==> src/rtl/pool_pkg.sv <==
// Shared types, geometry helpers and the signed max used by the 2x2 max-pooling stage.
package pool_pkg;

    localparam int SAMPLE_W  = 16;
    localparam int MAP_W_DEF = 13;
    localparam int MAP_H_DEF = 13;

    typedef logic signed [SAMPLE_W-1:0] sample_t;

    // Largest even extent that fits in n; a trailing odd row/column is not pooled.
    function automatic int pooled_dim(input int n);
        return 2 * (n / 2);
    endfunction

    function automatic int idx_width(input int depth);
        return (depth > 1) ? $clog2(depth) : 1;
    endfunction

    function automatic sample_t smax(input sample_t a, input sample_t b);
        return (a > b) ? a : b;
    endfunction

    localparam int PW         = pooled_dim(MAP_W_DEF);
    localparam int PH         = pooled_dim(MAP_H_DEF);
    localparam int LBUF_DEPTH = MAP_W_DEF / 2;

endpackage

==> src/rtl/pool_line_buffer.sv <==
// Half-width line buffer of per-pair partial maxima: synchronous write, combinational read.
module pool_line_buffer
    import pool_pkg::*;
#(
    parameter int DEPTH = LBUF_DEPTH,
    parameter int DW    = SAMPLE_W,
    parameter int IW    = idx_width(DEPTH)
) (
    input  logic          clk,
    input  logic          wr_en,
    input  logic [IW-1:0] wr_idx,
    input  logic [DW-1:0] wr_data,
    input  logic [IW-1:0] rd_idx,
    output logic [DW-1:0] rd_data
);

    // No reset: every entry is written on an even row before the odd row reads it.
    logic [DW-1:0] mem [DEPTH];

    always_ff @(posedge clk) begin
        if (wr_en) begin
            mem[wr_idx] <= wr_data;
        end
    end

    assign rd_data = mem[rd_idx];

endmodule

==> src/rtl/pool_stage.sv <==
// 2x2 stride-2 signed max-pooling over a raster stream, single output register.
// Build option POOL_RELU_EN clamps negative results to zero before they are registered.
module pool_stage
    import pool_pkg::*;
#(
    parameter int DW    = SAMPLE_W,
    parameter int MAP_W = MAP_W_DEF,
    parameter int MAP_H = MAP_H_DEF
) (
    input  logic          clk,
    input  logic          rst,
    input  logic          in_valid,
    output logic          in_ready,
    input  logic [DW-1:0] in_data,
    output logic          out_valid,
    input  logic          out_ready,
    output logic [DW-1:0] out_data,
    output logic          out_last,
    output logic          frame_done
);

    localparam int POOL_W = pooled_dim(MAP_W);
    localparam int POOL_H = pooled_dim(MAP_H);
    localparam int DEPTH  = MAP_W / 2;
    localparam int CW     = idx_width(MAP_W);
    localparam int RW     = idx_width(MAP_H);
    localparam int IW     = idx_width(DEPTH);

    localparam logic [CW-1:0] COL_LAST    = CW'(MAP_W - 1);
    localparam logic [RW-1:0] ROW_LAST    = RW'(MAP_H - 1);
    localparam logic [CW-1:0] COL_PW_LAST = CW'(POOL_W - 1);
    localparam logic [RW-1:0] ROW_PH_LAST = RW'(POOL_H - 1);

    logic [CW-1:0] col;
    logic [RW-1:0] row;
    sample_t       pair;
    sample_t       sample_in;
    sample_t       lb_rd;
    sample_t       max_val;
    sample_t       result;
    logic [IW-1:0] lb_idx;

    logic          accept;
    logic          col_last;
    logic          row_last;
    logic          in_region;
    logic          lb_wr;
    logic          produce;
    logic          pos_out_last;

    sample_t       out_data_q;
    logic          out_valid_q;
    logic          out_last_q;
    logic          frame_done_q;

    assign in_ready     = !out_valid_q || out_ready;
    assign accept       = in_valid && in_ready;
    assign sample_in    = sample_t'(in_data);

    assign col_last     = (col == COL_LAST);
    assign row_last     = (row == ROW_LAST);
    assign in_region    = (col <= COL_PW_LAST) && (row <= ROW_PH_LAST);
    assign lb_idx       = IW'(col >> 1);
    assign lb_wr        = accept && in_region && col[0] && !row[0];
    assign produce      = accept && in_region && col[0] && row[0];
    assign pos_out_last = (row == ROW_PH_LAST) && (col == COL_PW_LAST);

    pool_line_buffer #(
        .DEPTH (DEPTH),
        .DW    (SAMPLE_W),
        .IW    (IW)
    ) u_lbuf (
        .clk     (clk),
        .wr_en   (lb_wr),
        .wr_idx  (lb_idx),
        .wr_data (smax(pair, sample_in)),
        .rd_idx  (lb_idx),
        .rd_data (lb_rd)
    );

    always_comb begin
        max_val = smax(lb_rd, smax(pair, sample_in));
`ifdef POOL_RELU_EN
        result  = max_val[SAMPLE_W-1] ? '0 : max_val;
`else
        result  = max_val;
`endif
    end

    always_ff @(posedge clk or posedge rst) begin
        if (rst) begin
            col  <= '0;
            row  <= '0;
            pair <= '0;
        end else if (accept) begin
            if (!col[0]) begin
                pair <= sample_in;
            end
            if (col_last) begin
                col <= '0;
                row <= row_last ? '0 : row + RW'(1);
            end else begin
                col <= col + CW'(1);
            end
        end
    end

    // A producing accept implies the register is empty or draining, so reload without a bubble.
    always_ff @(posedge clk or posedge rst) begin
        if (rst) begin
            out_valid_q  <= 1'b0;
            out_data_q   <= '0;
            out_last_q   <= 1'b0;
            frame_done_q <= 1'b0;
        end else begin
            frame_done_q <= accept && col_last && row_last;
            if (produce) begin
                out_valid_q <= 1'b1;
                out_data_q  <= result;
                out_last_q  <= pos_out_last;
            end else if (out_ready) begin
                out_valid_q <= 1'b0;
            end
        end
    end

    assign out_valid  = out_valid_q;
    assign out_data   = out_data_q;
    assign out_last   = out_last_q;
    assign frame_done = frame_done_q;

endmodule

==> config.mk <==
export PLATFORM = sky130hd
export DESIGN_NAME = pool_stage
export DESIGN_NICKNAME = d
export VERILOG_FILES = /design/src/rtl/pool_pkg.sv /design/src/rtl/pool_line_buffer.sv /design/src/rtl/pool_stage.sv
export SDC_FILE = /design/constraint.sdc
export NUM_CORES = 1
export LEC_CHECK = 0
export ABC_CLOCK_PERIOD_IN_PS = 4050
export CORE_AREA = 5 5 134 136
export DETAILED_ROUTE_END_ITERATION = 8
export DIE_AREA = 0 0 139 141
export SKIP_CTS_REPAIR_TIMING = 1
export SLEW_MARGIN = 20
export SYNTH_ARGS = -nofsm -noshare
export SYNTH_HDL_FRONTEND = slang
export SYNTH_SLANG_ARGS = --single-unit
==> constraint.sdc <==
create_clock -name clk -period 4.05 [get_ports clk]
set_input_delay 0.81 -clock clk [delete_from_list [all_inputs] [get_ports clk]]
set_output_delay 0.81 -clock clk [all_outputs]
set_load 0.02 [all_outputs]
== Word-level counts from Yosys, hierarchy flattened ==
Memories as Yosys holds them, arrays and structs flattened.
Cells that the tools add are included.

* Flip-flop bits (word level): 43
* RAM bits: 96
* Output and inout bits: 20
* Logic and storage cells: 42
* Memories kept: 1

{| class="wikitable"
|+ Memories
! name !! words !! width !! rd ports !! clocked after Yosys merged registers in !! write ports !! RTL line !! text
|-
| u_lbuf.mem || 6 || 16 || 1 || 0 || 1 || pool_line_buffer.sv:18 || <nowiki>logic [DW-1:0] mem [DEPTH];</nowiki>
|}

* Add/subtract/negate cells: 2
* Order comparisons: 4
* Equality and inequality tests: 4
* Muxes and demuxes: 8
* Bitwise operators: 1
* Reduce and logical (&&, ||, !) cells: 15

{| class="wikitable"
|+ Operator list
! kind !! count
|-
| $gt A16 B16 Y1 || 2
|-
| $mux W16 || 2
|-
| $eq A4 B4 Y1 const B || 4
|-
| $logic_and A1 B1 Y1 || 9
|-
| $add A4 B1 Y4 const B || 2
|-
| $le A4 B4 Y1 const B || 2
|-
| $mux W4 || 2
|-
| $mux W1 || 4
|-
| $reduce_and A2 Y1 || 2
|-
| $logic_not A1 Y1 || 2
|-
| $reduce_bool A2 Y1 || 1
|-
| $logic_or A1 B1 Y1 || 1
|-
| $not A1 Y1 || 1
|}

== Depth between registers and ports, before layout ==
Gate-level depths: netlist of the first run.

* Depth in word-level cells: 8
* Gate-level depth with buffers: 18
* Depth with buffers taken out: 15

== By module ==
A second synthesis of the first run with hierarchy kept.

* Cells, all modules: 531
* Area total of the unflattened synthesis: 7063.0 µm²

{| class="wikitable"
|+ By module, submodules not included
! module !! times used !! cells an instance !! area an instance (µm²) !! seq. area each (µm²)
|-
| pool_line_buffer || 1 || 199 || 3767.4 || 2882.8
|-
| pool_stage || 1 || 332 || 3295.7 || 1076.0
|}

== Worst setup path after synthesis of the first run ==
No wires, ideal clock.

* Kind: input -> register
* From: input in_data[13]
* To: register out_data_q[15], in the netlist out_data[15]
* Arrival: 4.242 ns
* Slack: -0.272 ns
* Stages: 16
* Path buffers: 3
* Path through: inv_1 > ha_1 > a21o_1 > a2111o_1 > o41a_1 > buf_6 > buf_12 > mux2i_4 > ha_1 > a21oi_1 > o21ai_0 > a21o_1 > o311ai_1 > nand3_2 > buf_6 > o211ai_2

* Word-level cells in the longest chain between the ends: 4

{| class="wikitable"
|+ Ends and longest elaborated chain
! element !! RTL line !! text
|-
| start: declaration || pool_stage.sv:14 || <nowiki>input logic [DW-1:0] in_data,</nowiki>
|-
| $gt A16 B16 Y1 || pool_pkg.sv:20 || <nowiki>return (a > b) ? a : b;</nowiki>
|-
| $mux W16 (*) || pool_pkg.sv:20 ||
|-
| $gt A16 B16 Y1 || pool_pkg.sv:20 ||
|-
| $mux W16 (*) || pool_pkg.sv:20 ||
|-
| end signal: assignment || pool_stage.sv:119 || <nowiki>out_data_q <= result;</nowiki>
|-
| end: declaration || pool_stage.sv:51 || <nowiki>sample_t out_data_q;</nowiki>
|}

Mark *: on every way between the ends. The rest lies on a longest branch, timed or not.
A chain may end at the register's enable or synchronous reset.

== Worst setup path in the final report of the first run ==
* From: input in_data[1]
* To: register out_data_q[1], in the netlist out_data[1]

Same word-level chain as after synthesis.

==> results.json, run 1 <==
{
  "drive_gt1_share_pct": 33.5,
  "grt_first_pass_wirelength_mm": 25.2,
  "cts.clk_slew.worst_paths_ns": 0.06,
  "io-pin-count": 40,
  "clock-root-buffer": "clkbuf_16",
  "routed_wl_mm": 16.4,
  "ff_latch_area_sq_um": 3960,
  "grt_max_degree": 44,
  "viasPerCell": 5.22,
  "p_leak_nw": 3.62,
  "timing.final.max_slew_violations": 0,
  "synth_compound_area_share_pct": 12.6,
  "slowest_stage": "or4_4",
  "synth_edf_count": 96,
  "fill_cells": 1420,
  "status": "complete, but fails checks",
  "ys_top_cells_by_count": "edfxtp_1 (96), dfrtp_1 (43), nand2_1 (41)",
  "cp.arrival_ns": 4.59,
  "finalCriticalPeriod_ns": 4.30,
  "rows": 48,
  "gp_congestion": 0.817,
  "dieArea_sq_um": 19600,
  "synth_top_area_share_pct": 42.3,
  "skew_ns": 0.0100,
  "diodes": 0,
  "antenna_found_initial": 0,
  "die_w_um": 139,
  "htreeDepth": 4,
  "ys_seq_area_share_pct": 58.1,
  "antenna_left": 0,
  "numPortBuffers": 39,
  "clock-sinks": 139,
  "ys_types": 51,
  "synth_area_leaders": "edfxtp_1 (42%), dfrtp_1 (16%), ha_1 (6.6%)",
  "max_stage_delay_ns": 0.53,
  "pre_cts_ws_ns": -1.26,
  "rsz0062_at_grt": "true",
  "period_share_pct": 106,
  "yosysTopAreaCell": "edfxtp_1",
  "drv_cap": 0,
  "setup_tns_ns": -3.46,
  "numCtsBuffers": 17,
  "drt_iter0_markers": 285,
  "hp-class": "reg2reg",
  "synth_flop_cell": "edfxtp_1",
  "drc": 0,
  "insertion_delay_ns": 0.42,
  "place_inst": 834,
  "fmax_mhz": 233,
  "crit_type": "in2reg",
  "final_hold_viol_count": 0,
  "path_buf_inv": 6,
  "timing.final.ws_setup_ns": -0.251,
  "fin_cells": 878,
  "violations": "negative setup slack",
  "synthesis.area_sq_um": 6810,
  "crit_path_max_fanout": 7,
  "vias": 4583,
  "synth_fp_nets": 571,
  "slew_headroom_pct": 60.5,
  "worst_slew_pin_slew_ns": 0.592,
  "setup-violations-final": 16,
  "crit_chain": "buf_8, inv_4, ha_4, nor2b_4, o211ai_1, a2111oi_4, o41a_4, buf_12, buf_12, mux2i_4, ha_1, nand4_1, nor2_1, a21o_1, buf_6, or4_4, nand3_4, clkbuf_16, o211ai_2",
  "post-synth-top-count-cell": "edfxtp_1",
  "cts_tree": "yes",
  "synthToLayoutAreaGrowth_pct": 33.9,
  "track_usage_pct": 16.5,
  "grt_pass1_vias": 4668,
  "synthXorXnorAreaFrac_pct": 0,
  "wl_per_cell_um": 18.7,
  "dp_hpwl_mm": 11.0,
  "ys_ff_latch": 139,
  "fin_nets": 696,
  "grt-ovfl-total": 0,
  "multi_input_comb_area_sq_um": 2960,
  "synthAdderAreaFrac_pct": 6.62,
  "syn_avg_cell_area_sq_um": 13.2,
  "netlist_instances": 515,
  "finish.utilization_pct": 54.2,
  "power.density_nw_per_um2": 877,
  "ir_drop_v": 0.000438,
  "firstDrtPassIters": 4,
  "clockBufferDepth": 2,
  "synth_top_family_by_area": "compound AO/OA/AOI/OAI gates",
  "initial_core_util_pct": 40.5,
  "yosys.area_share.simple_pct": 7.79,
  "synthMuxAreaShare_pct": 10.9,
  "yosys_warnings": 0,
  "async_reset_ff_share_pct": 30.9,
  "cp_top_family": "compound AO/OA/AOI/OAI gates",
  "crit_path_start_kind": "input pin",
  "required_ns": 4.34,
  "core-area_sq_um": 16800,
  "die_h_um": 141,
  "cp_common_cell": "buf_12",
  "end_kind": "flop"
}
-- metal layers --
| metal | vias to the layer above | wire [um] | part of all wire, % | GRT usage [%] |
|---|---|---|---|---|
| met3 | 9 | 390 | 2.4 | 3.87 |
| met4 | 0 | 160 | 0.98 | 4.58 |
| li1 | 2209 | - | - | - |
| met1 | 2305 | 7520 | 46 | 21.7 |
| met2 | 60 | 8320 | 51 | 27.7 |
| met5 | - | 0 | 0 | 0 |
-- flip-flops by register name, indices dropped and copies added (netlist names) --
register    count
u_lbuf.mem     96
out_data       16
pair           16
col             4
row             4
frame_done      1
out_last        1
out_valid       1
-- area by class of cell --
cell class,instances,share of cell area (%)
clock buffer,19,4.75
clock inverter,13,1.28
inverter,38,1.67
multi-input combinational,314,32.4
sequential,139,43.4
tap,225,3.09
timing repair buffer,130,13.4
-- power by group --
part	internal, W	switching [W]
registers	0.00201	0.000233
logic	0.00210	0.00221
clock network	0.000847	0.000600
-- layout by cell type, fill, tap and decap left out, types with 7 or more instances in the layout --
| cell type | count |
|---|---|
| ha_4 | 13 |
| edfxtp_1 | 96 |
| o21ai_0 | 16 |
| buf_12 | 7 |
| buf_4 | 81 |
| a21o_1 | 8 |
| o211ai_2 | 11 |
| ha_1 | 22 |
| inv_2 | 7 |
| nand4_1 | 7 |
| o221ai_1 | 11 |
| mux2i_1 | 12 |
| mux2_2 | 24 |
| a22oi_1 | 12 |
| mux2i_4 | 13 |
| a21oi_1 | 22 |
| dfrtp_1 | 43 |
| clkbuf_16 | 18 |
| o211ai_1 | 18 |
| nand2_1 | 41 |
| dlymetal6s2s_1 | 14 |
| clkdlybuf4s50_1 | 23 |
| inv_1 | 27 |
| nor2_1 | 20 |
-- through the flow --
step	area [sq um]	total power (W)	hold slack, ns
6_report	9120	0.00799	0.473
5_1_grt	9120	0.00848	0.526
4_1_cts	8590	0.00730	0.479
2_1_floorplan	6870	0.00442	0.507
3_5_place_dp	8040	0.00583	0.467
3_3_place_gp	8040	0.00572	0.460
-- cell families (layout without fill, tap and decap cells) --
group,after synthesis,count (layout)
flops,139,139
compound gates,117,117
buf+inv,62,200
simple gates,106,106
fa+ha+maj,36,36
mux,55,55
-- path summary, 6_finish.rpt --
kind,start,endpoint,slack (ns),cells past startpoint
max reg2reg,pair[1],out_data[1],-0.19,17
min reg2reg,out_last,out_last,0.47,2
max,in_data[1],out_data[1],-0.25,19
min in group asynchronous,rst,pair[9],0.85,3
min,out_last,out_last,0.47,2
max in group asynchronous,rst,pair[6],2.79,3
-- tightest hold or removal path, delay by kind of cell, from the launching register on --
kind	cells	cell delay, ns
AO/OA/AOI/OAI	1	0.05
flip-flops	1	0.34
AND/OR/NAND/NOR	1	0.05
Note: power is estimated with default switching activity, not from simulation.
==> inputs of run 2 (changes only) <==
Settings changed: SLEW_MARGIN 20 to 0.
==> results.json, run 2 (synthesized netlist as in run 1, its figures left out) <==
{
  "grt-ovfl-total": 0,
  "viasPerCell": 5.21,
  "final_common_cell": "edfxtp_1",
  "combPwrFrac_pct": 53.9,
  "rows": 48,
  "routed_wl_mm": 16.4,
  "cp.arrival_ns": 4.59,
  "gp_congestion": 0.817,
  "top_register": "u_lbuf.mem",
  "insertion_delay_ns": 0.42,
  "p_leak_nw": 3.62,
  "largest_reg_flops": 96,
  "pwr-share-seq_pct": 28.0,
  "final_hold_viol_count": 0,
  "grt_max_degree": 44,
  "clock-root-buffer": "clkbuf_16",
  "core-area_sq_um": 16800,
  "diodes": 0,
  "clockPowerShare_pct": 18.1,
  "p_switching_w": 0.00304,
  "period_share_pct": 106,
  "synthToLayoutAreaGrowth_pct": 33.9,
  "cell_internal_pwr_w": 0.00495,
  "fmax_mhz": 232,
  "setup-violations-final": 16,
  "mostFrequentLayoutCells": "edfxtp_1 (96), buf_4 (81), dfrtp_1 (43)",
  "drive_gt1_share_pct": 33.5,
  "place_inst": 834,
  "swShare_pct": 38.0,
  "required_ns": 4.34,
  "worst_slew_pin_slew_ns": 0.602,
  "fin_cells": 878,
  "numCtsBuffers": 17,
  "skew_ns": 0.0108,
  "io-pin-count": 40,
  "initial_core_util_pct": 40.5,
  "dp_hpwl_mm": 11.0,
  "finish.utilization_pct": 54.2,
  "wl_per_cell_um": 18.6,
  "timing.final.max_slew_violations": 0,
  "grt_pass1_vias": 4668,
  "drt_iter0_markers": 275,
  "power.density_nw_per_um2": 877,
  "drv_cap": 0,
  "crit_path_max_fanout": 7,
  "antenna_found_initial": 0,
  "clock-sinks": 139,
  "drc": 0,
  "setup_tns_ns": -3.53,
  "timing.hold.ws_ns": 0.473,
  "die_h_um": 141,
  "slew_headroom_pct": 59.9,
  "clockBufferDepth": 2,
  "dieArea_sq_um": 19600,
  "crit_type": "in2reg",
  "vias": 4578,
  "timing.final.ws_setup_ns": -0.255,
  "crit_path_start_kind": "input pin",
  "finalCriticalPeriod_ns": 4.30,
  "htreeDepth": 4,
  "ir_drop_v": 0.000439,
  "fin_nets": 696,
  "cts_tree": "yes",
  "hp-class": "reg2reg",
  "antenna_left": 0,
  "rsz0062_at_grt": "true",
  "report.power.total_w": 0.00799,
  "track_usage_pct": 16.5,
  "end_kind": "flop",
  "cts.clk_slew.worst_paths_ns": 0.06,
  "firstDrtPassIters": 4,
  "status": "complete, but fails checks",
  "numPortBuffers": 39,
  "grt_first_pass_wirelength_mm": 25.2,
  "die_w_um": 139,
  "violations": "negative setup slack"
}
-- run 2: cell counts in the layout (fill, tap and decap cells not counted) --
No cell type changed its count.
-- run 2: critical path: stages --
cell and delay [ns]:
buf_8 0.10, inv_4 0.04, ha_4 0.18, nor2b_4 0.12
o211ai_1 0.34, a2111oi_4 0.13, o41a_4 0.51, buf_12 0.16
buf_12 0.14, mux2i_4 0.18, ha_1 0.28, nand4_1 0.22
nor2_1 0.08, a21o_1 0.21, buf_6 0.13, or4_4 0.53
nand3_4 0.15, clkbuf_16 0.18, o211ai_2 0.09
-- run 2: worst paths after layout --
kind                                 start          end  slack (ns)  depth (start not counted)
worst min-delay path              out_last     out_last        0.47                          2
min in group asynchronous              rst      pair[9]        0.85                          3
worst max-delay path            in_data[1]  out_data[3]       -0.25                         19
worst min register to register    out_last     out_last        0.47                          2
worst max register to register     pair[1]  out_data[3]       -0.20                         17
max in group asynchronous              rst      pair[6]        2.78                          3
-- run 2: power groups by stage --
stage / clock (W) / sequential [W] / combinational (W)
2_1_floorplan: 0 / 0.00226 / 0.00216
3_3_place_gp: 0 / 0.00223 / 0.00350
3_5_place_dp: 0 / 0.00223 / 0.00360
4_1_cts: 0.00148 / 0.00221 / 0.00362
5_1_grt: 0.00155 / 0.00227 / 0.00467
6_report: 0.00145 / 0.00224 / 0.00430
-- run 2: metal layers --
metal	track usage, %	part of all wire [%]	vias up
li1	-	-	2209
met1	21.7	46	2284
met2	27.7	51	76
met3	3.87	2.9	9
met4	4.58	0.98	0
met5	0	0	-
-- run 2: metrics by stage --
| step | cell area [sq um] | setup WS (ns) |
|---|---|---|
| floorplan | 6870 | -0.0879 |
| global placement | 8040 | -1.18 |
| detailed placement | 8040 | -1.26 |
| CTS | 8590 | -0.827 |
| global route | 9120 | -0.327 |
| finish | 9120 | -0.255 |
-- run 2: area by class of cell --
cell class | count | area [sq um]
clock buffers | 19 | 433
flip-flops and latches | 139 | 3960
well taps | 225 | 282
fillers | 1420 | 7700
inverters | 38 | 153
clock inverters | 13 | 116
repair buffers | 130 | 1220
multi-input cells | 314 | 2960
==> inputs of run 3 (changes only) <==
Settings changed: ABC_CLOCK_PERIOD_IN_PS 4050 to unset.
==> results of run 3 <==
The final DEF is identical to that of run 2; final timing and power are the same.
